===== src/rtl/idu_fwd_pipe.sv =====
`default_nettype none
// ============================================================================
//  Module   : idu_fwd_pipe
//  Purpose  : Decode-stage operand forwarding and the ID/EX pipeline register.
//             - Picks each source operand from the youngest matching
//               forwarding tap, or from the GPR read data.
//             - Detects load-use / not-ready hazards and inserts bubbles.
//             - Keeps a saturating count of hazard bubbles.
//  Revision : 1.0  initial release
// ============================================================================
module idu_fwd_pipe #(
    parameter int DATA_W     = 32,
    parameter int RA_W       = 5,
    parameter int PC_W       = 30,
    parameter int PAY_W      = 48,
    parameter int FWD_STAGES = 2,
    parameter int CNT_W      = 16
) (
    input  logic                         clk,
    input  logic                         reset,
    input  logic                         stall,
    input  logic                         flush,
    input  logic                         if_en,
    input  logic [PC_W-1:0]              if_pc,
    input  logic [RA_W-1:0]              rs_addr_0,
    input  logic [RA_W-1:0]              rs_addr_1,
    input  logic                         rs_use_0,
    input  logic                         rs_use_1,
    input  logic [DATA_W-1:0]            gpr_rd_data_0,
    input  logic [DATA_W-1:0]            gpr_rd_data_1,
    input  logic [PAY_W-1:0]             dec_payload,
    input  logic [RA_W-1:0]              dec_dst_addr,
    input  logic                         dec_gpr_we_,
    input  logic [FWD_STAGES-1:0]        fwd_gpr_we_,
    input  logic [FWD_STAGES*RA_W-1:0]   fwd_dst_addr,
    input  logic [FWD_STAGES*DATA_W-1:0] fwd_data,
    input  logic [FWD_STAGES-1:0]        fwd_rdy,
    output logic [DATA_W-1:0]            opnd_0,
    output logic [DATA_W-1:0]            opnd_1,
    output logic                         ld_hazard,
    output logic                         id_en,
    output logic [PC_W-1:0]              id_pc,
    output logic [PAY_W-1:0]             id_payload,
    output logic [DATA_W-1:0]            id_opnd_0,
    output logic [DATA_W-1:0]            id_opnd_1,
    output logic [RA_W-1:0]              id_dst_addr,
    output logic                         id_gpr_we_,
    output logic [CNT_W-1:0]             hz_stall_cnt
);

    localparam logic [CNT_W-1:0] C_CNT_MAX = {CNT_W{1'b1}};

    // Per-tap match vectors for each source operand
    logic [FWD_STAGES-1:0] w_hit_0;
    logic [FWD_STAGES-1:0] w_hit_1;

    // Selected operands and per-source not-ready flags
    logic [DATA_W-1:0]     w_opnd_0;
    logic [DATA_W-1:0]     w_opnd_1;
    logic                  w_nrdy_0;
    logic                  w_nrdy_1;
    logic                  w_ld_hazard;

    // ID/EX register
    logic                  r_en;
    logic [PC_W-1:0]       r_pc;
    logic [PAY_W-1:0]      r_payload;
    logic [DATA_W-1:0]     r_opnd_0;
    logic [DATA_W-1:0]     r_opnd_1;
    logic [RA_W-1:0]       r_dst_addr;
    logic                  r_gpr_we_;
    logic [CNT_W-1:0]      r_hz_cnt;

    // A tap matches a source only when the source is really read, the tap
    // is writing, the addresses agree, and the register is not r0.
    generate
        for (genvar k = 0; k < FWD_STAGES; k++) begin : g_tap
            assign w_hit_0[k] = rs_use_0 & ~fwd_gpr_we_[k]
                              & (fwd_dst_addr[k*RA_W +: RA_W] == rs_addr_0)
                              & (rs_addr_0 != '0);
            assign w_hit_1[k] = rs_use_1 & ~fwd_gpr_we_[k]
                              & (fwd_dst_addr[k*RA_W +: RA_W] == rs_addr_1)
                              & (rs_addr_1 != '0);
        end
    endgenerate

    // Source 0: walk oldest to youngest so the youngest matching tap wins
    always_comb begin
        w_opnd_0 = gpr_rd_data_0;
        w_nrdy_0 = 1'b0;
        for (int k = FWD_STAGES - 1; k >= 0; k--) begin
            if (w_hit_0[k]) begin
                w_opnd_0 = fwd_data[k*DATA_W +: DATA_W];
                w_nrdy_0 = ~fwd_rdy[k];
            end
        end
    end

    // Source 1: same youngest-wins selection as source 0
    always_comb begin
        w_opnd_1 = gpr_rd_data_1;
        w_nrdy_1 = 1'b0;
        for (int k = FWD_STAGES - 1; k >= 0; k--) begin
            if (w_hit_1[k]) begin
                w_opnd_1 = fwd_data[k*DATA_W +: DATA_W];
                w_nrdy_1 = ~fwd_rdy[k];
            end
        end
    end

    // Only the youngest match decides readiness, so an older ready copy of
    // the same register can never hide a pending load result.
    assign w_ld_hazard = if_en & (w_nrdy_0 | w_nrdy_1);

    // ID/EX register: reset, then stall (hold), flush, bubble, normal load
    always_ff @(posedge clk) begin
        if (!reset) begin
            r_en       <= 1'b0;
            r_gpr_we_  <= 1'b1;
            r_pc       <= '0;
            r_payload  <= '0;
            r_opnd_0   <= '0;
            r_opnd_1   <= '0;
            r_dst_addr <= '0;
        end else if (stall) begin
            r_en       <= r_en;
            r_gpr_we_  <= r_gpr_we_;
        end else if (flush) begin
            r_en       <= 1'b0;
            r_gpr_we_  <= 1'b1;
            r_pc       <= '0;
            r_payload  <= '0;
            r_opnd_0   <= '0;
            r_opnd_1   <= '0;
            r_dst_addr <= '0;
        end else if (w_ld_hazard) begin
            // Bubble: data fields are meaningless once id_en is low
            r_en       <= 1'b0;
            r_gpr_we_  <= 1'b1;
        end else begin
            r_en       <= if_en;
            r_gpr_we_  <= dec_gpr_we_ | ~if_en;
            r_pc       <= if_pc;
            r_payload  <= dec_payload;
            r_opnd_0   <= w_opnd_0;
            r_opnd_1   <= w_opnd_1;
            r_dst_addr <= dec_dst_addr;
        end
    end

    // Saturating count of bubbles actually inserted (stall/flush win over hazard)
    always_ff @(posedge clk) begin
        if (!reset) begin
            r_hz_cnt <= '0;
        end else if (!stall && !flush && w_ld_hazard && (r_hz_cnt != C_CNT_MAX)) begin
            r_hz_cnt <= r_hz_cnt + 1'b1;
        end
    end

    assign opnd_0       = w_opnd_0;
    assign opnd_1       = w_opnd_1;
    assign ld_hazard    = w_ld_hazard;
    assign id_en        = r_en;
    assign id_pc        = r_pc;
    assign id_payload   = r_payload;
    assign id_opnd_0    = r_opnd_0;
    assign id_opnd_1    = r_opnd_1;
    assign id_dst_addr  = r_dst_addr;
    assign id_gpr_we_   = r_gpr_we_;
    assign hz_stall_cnt = r_hz_cnt;

endmodule
`default_nettype wire


===== config.mk =====
export PLATFORM = sky130hd
export DESIGN_NAME = idu_fwd_pipe
export DESIGN_NICKNAME = d
export VERILOG_FILES = /design/src/rtl/idu_fwd_pipe.sv
export SDC_FILE = /design/constraint.sdc
export NUM_CORES = 1
export LEC_CHECK = 0
export CORE_AREA = 4 4 181 183
export CTS_CLUSTER_SIZE = 30
export DETAILED_ROUTE_END_ITERATION = 12
export DIE_AREA = 0 0 185 187
export GPL_ROUTABILITY_DRIVEN = 0
export PLACE_DENSITY_LB_ADDON = 0.08
export SETUP_SLACK_MARGIN = 0.4
export SLEW_MARGIN = 20
export SYNTH_ARGS = -nofsm -noshare
export SYNTH_HDL_FRONTEND = slang
export SYNTH_SLANG_ARGS = --single-unit

===== constraint.sdc =====
create_clock -name clk -period 2.5 [get_ports clk]
set_input_delay 0.25 -clock clk [delete_from_list [all_inputs] [get_ports clk]]
set_output_delay 0.25 -clock clk [all_outputs]
set_load 0.01 [all_outputs]

==> results.rst, run 1 <==
.. list-table::
   :header-rows: 1

   * - Metric
     - Value
   * - Initial Util
     - 0.221
   * - Termination of the worst setup path
     - opnd_0[18]
   * - Endpoint of the lowest-slack register-to-register path
     - hz_stall_cnt[7]$_SDFFE_PN0P_
   * - Count of nets left with antenna violations after detail routing
     - 0
   * - Grt ovf
     - 0
   * - Initial antenna violation count
     - 8
   * - Net switching share of the total power
     - 0.264
   * - CTS tree
     - done
   * - Clock root buffer
     - sky130_fd_sc_hd__clkbuf_16
   * - Setup repair after global routing missed its margin
     - yes
   * - Sequential area share after synthesis
     - 0.478
   * - Library cell contributing the largest single delay on the critical path
     - sky130_fd_sc_hd__or4_4
   * - Max-slew violation count
     - 0
   * - Placed wire-length estimate
     - 27.8 mm
   * - Max-cap check violation count
     - 0
   * - Final Hold Fails
     - 0
   * - Number of warning messages in the yosys log
     - 0
   * - Data arrival time of the critical path
     - 2.07 ns
   * - Result of the run
     - finished, final reports clean
   * - Core ar.
     - 0.0312 mm^2
   * - Floorplan die height
     - 187 um
   * - Worst hold-check path type
     - primary input to flip-flop
   * - Site Rows
     - 65
   * - Flop2flop setup slack
     - 0.45 ns
   * - Number of vias per cell after detailed routing
     - 4.70
   * - Delay contributed by the slowest stage of the critical path
     - 0.54 ns
   * - Portion of total power attributed to sequential cells
     - 0.380
   * - Final critical delay including setup and external delays
     - 2.32 ns
   * - Violation count after the first detailed-route iteration
     - 287
   * - CP required
     - 2.25 ns
   * - Reg-to-reg critical path startpoint
     - hz_stall_cnt[7]$_SDFFE_PN0P_
   * - Hold Startpoint
     - dec_payload[24]
   * - Fraction of synthesized cell area taken by the top area cell type
     - 0.478
   * - Cells traversed along the worst timing path
     - buf_6, or4_4, o21ai_4, nor4_4, buf_6, buf_12, buf_6, mux2i_4, o21ai_2, buf_2
   * - # DRC
     - 0
   * - Leakage dissipation
     - 6.65 nW
   * - Main area contributors after synthesis
     - sky130_fd_sc_hd__dfxtp_1 (48%), sky130_fd_sc_hd__a22o_1 (19%), sky130_fd_sc_hd__mux2i_1 (9.7%), sky130_fd_sc_hd__o21ai_0 (4.9%), sky130_fd_sc_hd__nand2_1 (4.0%)
   * - Net switching power
     - 1.93 mW
   * - Leading cell types in the layout, fill and taps excluded
     - sky130_fd_sc_hd__clkdlybuf4s50_1 (383), sky130_fd_sc_hd__dfxtp_1 (164), sky130_fd_sc_hd__a22o_1 (147)
   * - Final Instance Count excl. Fillers
     - 1799
   * - Total number of vias
     - 8455
   * - Port Buffer Count
     - 472
   * - Cell area after technology mapping
     - 0.00691 mm^2
   * - Transition time at the pin with the least slew margin
     - 0.592 ns
   * - Number of cell instances on the worst register-to-register path
     - 6
   * - Count of distinct cell types in the synthesized netlist
     - 36
   * - Worst ir drop on vdd
     - 0.524 mV
   * - Period utilisation layout
     - 0.926
   * - Post-synth net total
     - 934
   * - Fraction of power consumed by the clock network
     - 0.366
   * - Slew HR
     - 0.605
   * - Syn Inst Count
     - 690
   * - Kind of end point of the critical path
     - primary output
   * - Largest net degree at the start of global routing
     - 28
   * - Number of endpoints failing setup at the final stage
     - 0
   * - Count of clock tree sinks
     - 165
   * - First-pass GRT wire length
     - 57.8 mm
   * - Maximum fanout along the worst path
     - 7
   * - Highest clock rate
     - 0.432 GHz
   * - Maximum buffer depth of the clock tree
     - 2
   * - Global Route Usage Sum
     - 0.225
   * - Total number of H-tree levels
     - 4
   * - Mean post-synth cell area
     - 10.0 um^2
   * - Worst setup path category
     - primary input to primary output
   * - Yosys top cell by area
     - sky130_fd_sc_hd__dfxtp_1
   * - Critical Path Most Common Cell
     - sky130_fd_sc_hd__buf_6
   * - Area enclosed by the die boundary
     - 0.0346 mm^2
   * - Most common cell after layout, fill and taps aside
     - sky130_fd_sc_hd__clkdlybuf4s50_1
   * - Worst setup path startpoint
     - rs_addr_0[1]
   * - Flip-flop cell with the highest count after synthesis
     - sky130_fd_sc_hd__dfxtp_1
   * - Number of enable-type register cells in the synthesized netlist
     - 0
   * - Combinational cell fraction of total power
     - 0.254
   * - Worst Clk Skew
     - 0.0110 ns
   * - Horizontal die dimension
     - 185 um
   * - Final layout net count
     - 1623
   * - Layout overhead on the synthesized area
     - 149%
   * - Top-level port count
     - 473
   * - Number of buffers added by the clock tree synthesis step
     - 17
   * - Overall power
     - 7.31 mW
   * - Vias in the first global route
     - 8610
   * - Clock input transition at the sequential cells of the worst setup and hold paths
     - 0.06 ns
   * - Cells after DPL
     - 1605
   * - Startpoint type of the worst setup path
     - primary input
   * - Power density relative to cell area
     - 425 mW/mm^2
   * - Pre-antenna DRT Iters
     - 4
   * - Internal power contribution
     - 5.38 mW
   * - Post-Route WL
     - 42.8 mm
   * - Fraction of final layout cells with drive strength greater than 1
     - 0.380
   * - Skew-Pair Late Insertion Delay
     - 0.46 ns
   * - Post-synthesis async set-or-reset flop share
     - 0
   * - Detail-routed net length per standard cell
     - 23.8 um
   * - Post-CTS Hold Buffers
     - 0
   * - Register bit total from synthesis
     - 165
## registers in the layout, summed over array words and instances, names as in the netlist
signal,flops
hz_stall_cnt,16
id_dst_addr,5
id_en,1
id_gpr_we_,1
id_opnd_0,32
id_opnd_1,32
id_payload,48
id_pc,30
## stage by stage
stage / setup TNS (ns) / cell area (um^2) / setup WS [ns] / util / hold WS [ns]
floorplan: 0 / 6990 / 0.273 / - / 0.375
global placement: -301.71 / 12900 / -1.45 / 0.412 / 0.460
detailed placement: -242.18 / 12900 / -1.29 / 0.413 / 0.463
CTS: 0 / 16000 / 0.148 / 0.512 / 0.355
global route: 0 / 17200 / 0.108 / 0.551 / 0.373
finish: 0 / 17200 / 0.184 / 0.551 / 0.383
## cell families (layout without fill, tap and decap cells)
| family | count (synthesis) | count (layout) | share of synthesized area |
|---|---|---|---|
| AOI/OAI and AO/OA | 249 | 251 | 0.268 |
| xor gates and xnor gates | 20 | 20 | 0.0253 |
| adders and majority gates | 1 | 1 | 0.00181 |
| buffers and inverters | 60 | 759 | 0.0393 |
| DFF | 165 | 165 | 0.478 |
| muxes | 67 | 67 | 0.0970 |
| other | 0 | 6 | 0 |
| and+or+nand+nor | 128 | 128 | 0.0905 |
## worst min-delay path by stage
stage	endpoint	slack, ns	depth (start not counted)
2_1_floorplan	id_dst_addr[0]$_SDFFE_PN0P_	0.38	1
3_3_place_gp	id_opnd_0[22]$_SDFFE_PN0P_	0.46	1
3_5_place_dp	id_opnd_0[28]$_SDFFE_PN0P_	0.46	1
4_1_cts	id_payload[0]$_SDFFE_PN0P_	0.35	2
5_1_grt	id_payload[0]$_SDFFE_PN0P_	0.37	2
6_report	id_payload[24]$_SDFFE_PN0P_	0.38	2
## area by class of cell
| cell class | count | area, um^2 |
|---|---|---|
| Tap cell | 402 | 503 |
| Inverter | 2 | 7.51 |
| Timing Repair Buffer | 726 | 8180 |
| Fill cell | 2734 | 14000 |
| Multi-Input combinational cell | 467 | 4610 |
| Antenna cell | 6 | 15.0 |
| Clock inverter | 11 | 128 |
| Clock buffer | 20 | 447 |
| Sequential cell | 165 | 3300 |
## critical path: cells and delay by family
kind / cells / cell delay [ns]
and+or+nand+nor: 2 / 0.62
AOI/OAI and AO/OA: 2 / 0.33
buffers and inverters: 5 / 0.68
muxes: 1 / 0.17
## power by group through the flow
stage               sequential, mW  clock, mW  combinational, mW
finish                        2.78       2.68               1.86
global route                  2.79       2.83               1.95
CTS                           2.78       2.76               1.70
detailed placement            2.84          0               1.35
global placement              2.84          0               1.35
floorplan                     2.88          0              0.323
## Yosys cell counts (6+ instances only)
cell type and count:
sky130_fd_sc_hd__dfxtp_1 165, sky130_fd_sc_hd__a22o_1 147, sky130_fd_sc_hd__nand2_1 74, sky130_fd_sc_hd__mux2i_1 67, sky130_fd_sc_hd__o21ai_0 67, sky130_fd_sc_hd__buf_2 31
sky130_fd_sc_hd__clkbuf_1 26, sky130_fd_sc_hd__xnor2_1 16, sky130_fd_sc_hd__or4_1 14, sky130_fd_sc_hd__a21oi_1 13, sky130_fd_sc_hd__o31ai_1 11, sky130_fd_sc_hd__nand3_1 10
sky130_fd_sc_hd__nand4_1 6
## what timing repair did
item,4_1_cts,5_1_grt
endpoints found under the setup margin,230,230
pin swaps,90,77
cloned,30,20
setup buffers,83,24
gates resized for setup,701,120
## per-layer routing
metal,routed length [um],global-route usage,up-vias
met1,16200,0.252,4072
met3,3110,0.0694,54
met2,22600,0.405,299
met4,917,0.0717,6
li1,-,-,4024
met5,41,0,-
Power figures use the tool's default switching activity.
==> run 2: changes to the inputs <==
SLEW_MARGIN = unset   (was 20)
==> run 2 against run 1 <==
Compared with the run above: critical path depth up 6; final area shrank 3.7%; sequential share of layout area up 0.74 points; critical path type is now primary input to flip-flop; sequential power hardly changed.
==> results.rst, run 2 (same netlist as run 1, synthesis figures left out) <==
.. list-table::
   :header-rows: 1

   * - Metric
     - Value
   * - Result of the run
     - finished, final reports clean
   * - Period utilisation layout
     - 0.985
   * - Final core area utilization
     - 0.530
   * - Detail-routed net length per standard cell
     - 23.3 um
   * - Number of endpoints failing setup at the final stage
     - 0
   * - Port Buffer Count
     - 472
   * - Maximum buffer depth of the clock tree
     - 2
   * - Met3 GRT Util
     - 0.0616
   * - Fillers
     - 2827
   * - Delay contributed by the slowest stage of the critical path
     - 0.54 ns
   * - CTS tree
     - done
   * - Worst setup path startpoint
     - rs_addr_0[1]
   * - Global-route met1 utilization
     - 0.250
   * - Pre-antenna DRT Iters
     - 4
   * - Slew HR
     - 0.625
   * - Maximum fanout along the worst path
     - 6
   * - Total number of H-tree levels
     - 4
   * - Number of cell instances on the worst register-to-register path
     - 6
   * - Count of nets left with antenna violations after detail routing
     - 0
   * - Transition time at the pin with the least slew margin
     - 0.563 ns
   * - Endpoint of the lowest-slack register-to-register path
     - hz_stall_cnt[9]$_SDFFE_PN0P_
   * - Power density relative to cell area
     - 452 mW/mm^2
   * - Most common cell after layout, fill and taps aside
     - sky130_fd_sc_hd__clkdlybuf4s50_1
   * - Leakage dissipation
     - 6.45 nW
   * - Area after DPL
     - 0.0129 mm^2
   * - Count of clock tree sinks
     - 165
   * - Final critical delay including setup and external delays
     - 2.46 ns
   * - Cells traversed along the worst timing path
     - buf_6, or4_4, o21ai_4, nor4_4, buf_6, buf_12, buf_16, a22oi_2, o21ai_2, buf_6, a21oi_4, buf_12, buf_12, buf_8, clkbuf_16, a22o_1
   * - Post-Route WL
     - 41.3 mm
   * - Overall power
     - 7.48 mW
   * - Max-slew violation count
     - 0
   * - Floorplan die height
     - 187 um
   * - Library cell contributing the largest single delay on the critical path
     - sky130_fd_sc_hd__or4_4
   * - Final layout net count
     - 1599
   * - Clock input transition at the sequential cells of the worst setup and hold paths
     - 0.08 ns
   * - Core ar.
     - 0.0312 mm^2
   * - Violation count after the first detailed-route iteration
     - 284
   * - Highest clock rate
     - 0.406 GHz
   * - Post-CTS Hold Buffers
     - 0
   * - Horizontal die dimension
     - 185 um
   * - CP required
     - 2.90 ns
   * - Site Rows
     - 65
   * - Startpoint type of the worst setup path
     - primary input
   * - Worst setup path category
     - primary input to flip-flop
   * - Worst ir drop on vdd
     - 0.504 mV
   * - Reg-to-reg critical path startpoint
     - hz_stall_cnt[6]$_SDFFE_PN0P_
   * - Flop2flop setup slack
     - 0.45 ns
   * - Final Instance Count excl. Fillers
     - 1775
   * - Vias in the first global route
     - 8412
   * - Area enclosed by the die boundary
     - 0.0346 mm^2
   * - Layout overhead on the synthesized area
     - 139%
   * - Placed wire-length estimate
     - 27.7 mm
   * - Clock root buffer
     - sky130_fd_sc_hd__clkbuf_16
   * - Top-level port count
     - 473
   * - Grt ovf
     - 0
   * - Total number of vias
     - 8347
   * - Initial Util
     - 0.221
   * - Data arrival time of the critical path
     - 2.86 ns
   * - Worst hold-check path type
     - primary input to flip-flop
   * - Worst Clk Skew
     - 0.00601 ns
   * - Met2 Use GR
     - 0.389
   * - Termination of the worst setup path
     - id_opnd_1[29]$_SDFFE_PN0P_
   * - Fraction of final layout cells with drive strength greater than 1
     - 0.360
   * - Number of vias per cell after detailed routing
     - 4.70
   * - Gr busiest metal
     - met2
   * - Global Route Usage Sum
     - 0.220
   * - Leading cell types in the layout, fill and taps excluded
     - sky130_fd_sc_hd__clkdlybuf4s50_1 (385), sky130_fd_sc_hd__dfxtp_1 (165), sky130_fd_sc_hd__a22o_1 (147)
   * - Cells after DPL
     - 1604
   * - Largest net degree at the start of global routing
     - 28
   * - Setup repair after global routing missed its margin
     - yes
   * - Kind of end point of the critical path
     - flip-flop
   * - Number of buffers added by the clock tree synthesis step
     - 17
   * - Min Hold Slack
     - 0.386 ns
   * - Initial antenna violation count
     - 8
   * - First-pass GRT wire length
     - 56.7 mm
   * - Cell area after layout
     - 0.0166 mm^2
   * - Final Hold Fails
     - 0
   * - Skew-Pair Late Insertion Delay
     - 0.45 ns
   * - Max-cap check violation count
     - 0
   * - Number of flip-flops under the largest register name
     - 48
   * - # DRC
     - 0
==> run 2: cell count changes in the layout (fill, tap and decap cells not counted), sizes merged <==
cell,delta
buf,-22
bufbuf,-1
bufinv,+2
clkbuf,-7
clkdlybuf4s50,+2
clkinv,-2
clkinvlp,-2
diode,-1
dlymetal6s2s,+1
inv,+6
==> run 2: worst min-delay path by stage <==
stage | from | to | slack [ns] | cells past startpoint
after floorplan | dec_dst_addr[0] | id_dst_addr[0]$_SDFFE_PN0P_ | 0.38 | 1
after global placement | id_opnd_0[22]$_SDFFE_PN0P_ | id_opnd_0[22]$_SDFFE_PN0P_ | 0.46 | 1
after detailed placement | id_opnd_0[28]$_SDFFE_PN0P_ | id_opnd_0[28]$_SDFFE_PN0P_ | 0.46 | 1
after CTS | dec_payload[0] | id_payload[0]$_SDFFE_PN0P_ | 0.35 | 2
after global routing | dec_payload[0] | id_payload[0]$_SDFFE_PN0P_ | 0.37 | 2
final | dec_payload[0] | id_payload[0]$_SDFFE_PN0P_ | 0.39 | 2
==> run 2: through the flow <==
step | setup TNS [ns] | setup WS, ns
3_5_place_dp | -298.71 | -1.45
6_report | 0 | 0.0364
3_3_place_gp | -301.71 | -1.45
4_1_cts | 0 | 0.0855
2_1_floorplan | 0 | 0.273
5_1_grt | -0.449 | -0.0413
==> run 2: worst max-delay path, delay by kind of cell <==
kind	cells	cell delay [ns]
buf+inv	9	1.18
compound gates	5	0.82
simple gates	2	0.59
==> run 2: area by class of cell <==
type	instances	area, um^2	share of cell area
Clock buffer	17	425	0.0257
Multi-Input combinational cell	467	4500	0.272
Tap cell	402	503	0.0304
Antenna cell	5	12.5	0.000756
Timing Repair Buffer	702	7580	0.458
Inverter	2	7.51	0.000454
Clock inverter	15	219	0.0132
Sequential cell	165	3300	0.200
==> run 2: repair_timing <==
| item | 4_1_cts | 5_1_grt |
|---|---|---|
| setup endpoints to repair | 230 | 230 |
| pin swaps | 67 | 60 |
| resized for setup | 633 | 150 |
| buffers inserted | 68 | 30 |
| gates cloned | 23 | 13 |
==> run 2: power breakdown <==
group          switching [mW]  internal (mW)
logic                   0.664           1.07
registers              0.0517           2.73
clock network            1.26           1.70
total                    1.98           5.50
==> run 2: layer usage <==
metal / vias to the layer above / part of all wire
met1: 3990 / 0.38
met5: - / 0.00094
met2: 317 / 0.51
li1: 3965 / -
met3: 69 / 0.072
met4: 6 / 0.036
==> run 3: changes to the inputs <==
CORE_AREA = 4 4 183 185   (was 4 4 181 183)
CTS_BUF_LIST = sky130_fd_sc_hd__clkbuf_4 sky130_fd_sc_hd__clkbuf_8   (was unset)
DIE_AREA = 0 0 187 189   (was 0 0 185 187)
SLEW_MARGIN = 20   (was unset)
==> run 3 against run 2 <==
Compared with the run above: worst hold slack got worse by 0.044 ns; sequential share of layout area rose by 0.23 points; global-route usage shrank 1.6 points; first-iteration DRC count increased by 14%; largest cell class unchanged; sequential power barely moved; clock-buffer cell count rose by 1; via count up 2.0%.
==> results.rst, run 3 (same netlist as run 1, synthesis figures left out) <==
.. list-table::
   :header-rows: 1

   * - Metric
     - Value
   * - Result of the run
     - finished, final reports clean
   * - Area after DPL
     - 0.0131 mm^2
   * - Worst hold-check path type
     - primary input to flip-flop
   * - Max-slew violation count
     - 0
   * - Highest clock rate
     - 0.409 GHz
   * - Placed wire-length estimate
     - 27.1 mm
   * - Number of flip-flops under the largest register name
     - 48
   * - Skew-Pair Late Insertion Delay
     - 0.49 ns
   * - Leading cell types in the layout, fill and taps excluded
     - sky130_fd_sc_hd__clkdlybuf4s50_1 (384), sky130_fd_sc_hd__dfxtp_1 (164), sky130_fd_sc_hd__a22o_1 (147)
   * - Power density relative to cell area
     - 418 mW/mm^2
   * - Clock root buffer
     - sky130_fd_sc_hd__clkbuf_8
   * - Leakage dissipation
     - 6.37 nW
   * - Critical Path Most Common Cell
     - sky130_fd_sc_hd__buf_6
   * - Number of vias per cell after detailed routing
     - 4.74
   * - Kind of end point of the critical path
     - flip-flop
   * - Layout overhead on the synthesized area
     - 137%
   * - Worst Setup Slack post-DPL
     - -0.841 ns
   * - Horizontal die dimension
     - 187 um
   * - Library cell contributing the largest single delay on the critical path
     - sky130_fd_sc_hd__or4_4
   * - Fraction of final layout cells with drive strength greater than 1
     - 0.379
   * - CTS tree
     - done
   * - Most common cell after layout, fill and taps aside
     - sky130_fd_sc_hd__clkdlybuf4s50_1
   * - Final layout net count
     - 1617
   * - CP required
     - 2.93 ns
   * - Termination of the worst setup path
     - id_payload[26]$_SDFFE_PN0P_
   * - Reg-to-reg critical path startpoint
     - hz_stall_cnt[0]$_SDFFE_PN0P_
   * - Worst setup path startpoint
     - rs_addr_0[1]
   * - Final critical delay including setup and external delays
     - 2.45 ns
   * - Worst Clk Skew
     - 0.0109 ns
   * - Number of cell instances on the worst register-to-register path
     - 6
   * - Setup repair after global routing missed its margin
     - yes
   * - Total number of vias
     - 8512
   * - Delay contributed by the slowest stage of the critical path
     - 0.54 ns
   * - Site Rows
     - 66
   * - Post-Route WL
     - 40.3 mm
   * - Cells traversed along the worst timing path
     - buf_6, or4_4, o21ai_4, nor4_4, buf_6, buf_4, a22oi_2, o21ai_4, buf_6, buf_6, a21oi_4, buf_6, buf_12, buf_8, clkbuf_16, a22o_1
   * - Area occupied by registers
     - 0.00330 mm^2
   * - Port Buffer Count
     - 472
   * - Max-cap check violation count
     - 0
   * - Area enclosed by the die boundary
     - 0.0353 mm^2
   * - Startpoint type of the worst setup path
     - primary input
   * - Final Hold Fails
     - 0
   * - Floorplan die height
     - 189 um
   * - Slew HR
     - 0.574
   * - Cell area after layout
     - 0.0164 mm^2
   * - Count of nets left with antenna violations after detail routing
     - 0
   * - Number of endpoints failing setup at the final stage
     - 0
   * - First-pass GRT wire length
     - 55.2 mm
   * - Top-level port count
     - 473
   * - Worst ir drop on vdd
     - 0.315 mV
   * - Post-CTS Hold Buffers
     - 0
   * - Total number of H-tree levels
     - 4
   * - Maximum fanout along the worst path
     - 6
   * - Count of clock tree sinks
     - 165
   * - Grt ovf
     - 0
   * - Clock input transition at the sequential cells of the worst setup and hold paths
     - 0.10 ns
   * - Vias in the first global route
     - 8484
   * - Initial Util
     - 0.216
   * - Pre-antenna DRT Iters
     - 4
   * - Largest net degree at the start of global routing
     - 37
   * - Global Route Usage Sum
     - 0.204
   * - Maximum buffer depth of the clock tree
     - 2
   * - Initial antenna violation count
     - 3
   * - Transition time at the pin with the least slew margin
     - 0.638 ns
   * - Fillers
     - 2914
   * - Period utilisation layout
     - 0.978
   * - Detail-routed net length per standard cell
     - 22.4 um
   * - Worst setup path category
     - primary input to flip-flop
   * - Area used by multi-input combinational logic
     - 0.00444 mm^2
   * - Violation count after the first detailed-route iteration
     - 323
   * - Flop2flop setup slack
     - 0.39 ns
   * - Number of buffers added by the clock tree synthesis step
     - 17
   * - # DRC
     - 0
   * - Core ar.
     - 0.0320 mm^2
   * - Final setup slack of the worst path
     - 0.0545 ns
   * - Data arrival time of the critical path
     - 2.88 ns
   * - Endpoint of the lowest-slack register-to-register path
     - hz_stall_cnt[6]$_SDFFE_PN0P_
run 3: cell types whose count changed in the layout (fill, tap and decap cells not counted), sizes merged:
cell / change
a21o: +1
buf: +10
bufbuf: +1
bufinv: +1
clkbuf: +9
clkdlybuf4s15: -1
clkdlybuf4s50: -1
diode: -4
dlygate4sd2: -1
inv: -2
o21a: +1
run 3: power breakdown:
group	internal, mW	leakage [nW]	switching [mW]
combinational	1.04	4.79	0.655
sequential	2.73	1.35	0.0516
clock	1.23	0.235	1.13
run 3: critical path, delay by kind of cell:
kind | cells | cell delay (ns)
AOI/OAI and AO/OA | 5 | 0.91
buffers and inverters | 9 | 1.11
and+or+nand+nor | 2 | 0.59
run 3: cell type report:
type,instances,area share
timing repair buffer,718,0.467
multi-input combinational,469,0.271
sequential,165,0.202
tap,408,0.0312
clock buffer,18,0.0151
clock inverter,14,0.0135
inverter,2,0.000459
antenna,1,0.000153
run 3: stage by stage:
step                      std cells  total power, mW  setup TNS [ns]   util  hold WS [ns]
final                          1795             6.84               0  0.511         0.342
after global routing           1795             7.09               0  0.511         0.316
after CTS                      1750             6.77               0  0.473         0.296
after detailed placement       1628             4.22         -146.23  0.410         0.462
after global placement         1628             4.22         -142.36  0.410         0.460
after floorplan                 690             3.20               0      -         0.375
run 3: worst min path at each step:
stage	startpoint	end	slack, ns	cells past startpoint
6_report	dec_payload[42]	id_payload[42]$_SDFFE_PN0P_	0.34	2
4_1_cts	dec_payload[42]	id_payload[42]$_SDFFE_PN0P_	0.30	2
5_1_grt	dec_dst_addr[3]	id_dst_addr[3]$_SDFFE_PN0P_	0.32	2
2_1_floorplan	dec_dst_addr[0]	id_dst_addr[0]$_SDFFE_PN0P_	0.38	1
3_3_place_gp	id_payload[1]$_SDFFE_PN0P_	id_payload[1]$_SDFFE_PN0P_	0.46	1
3_5_place_dp	id_payload[3]$_SDFFE_PN0P_	id_payload[3]$_SDFFE_PN0P_	0.46	1
run 3: repair_timing:
action	in CTS	in global routing
endpoints found under the setup margin	230	229
pin swaps	70	77
buffers inserted	72	25
gates cloned	18	19
endpoints found under the hold margin	0	0
resized for setup	618	146
run 3: routing by layer:
layer / wire length, um / GRT usage
met1: 15800 / 0.231
met4: 1060 / 0.0660
met2: 20200 / 0.358
met3: 3230 / 0.0761
met5: 26 / 0
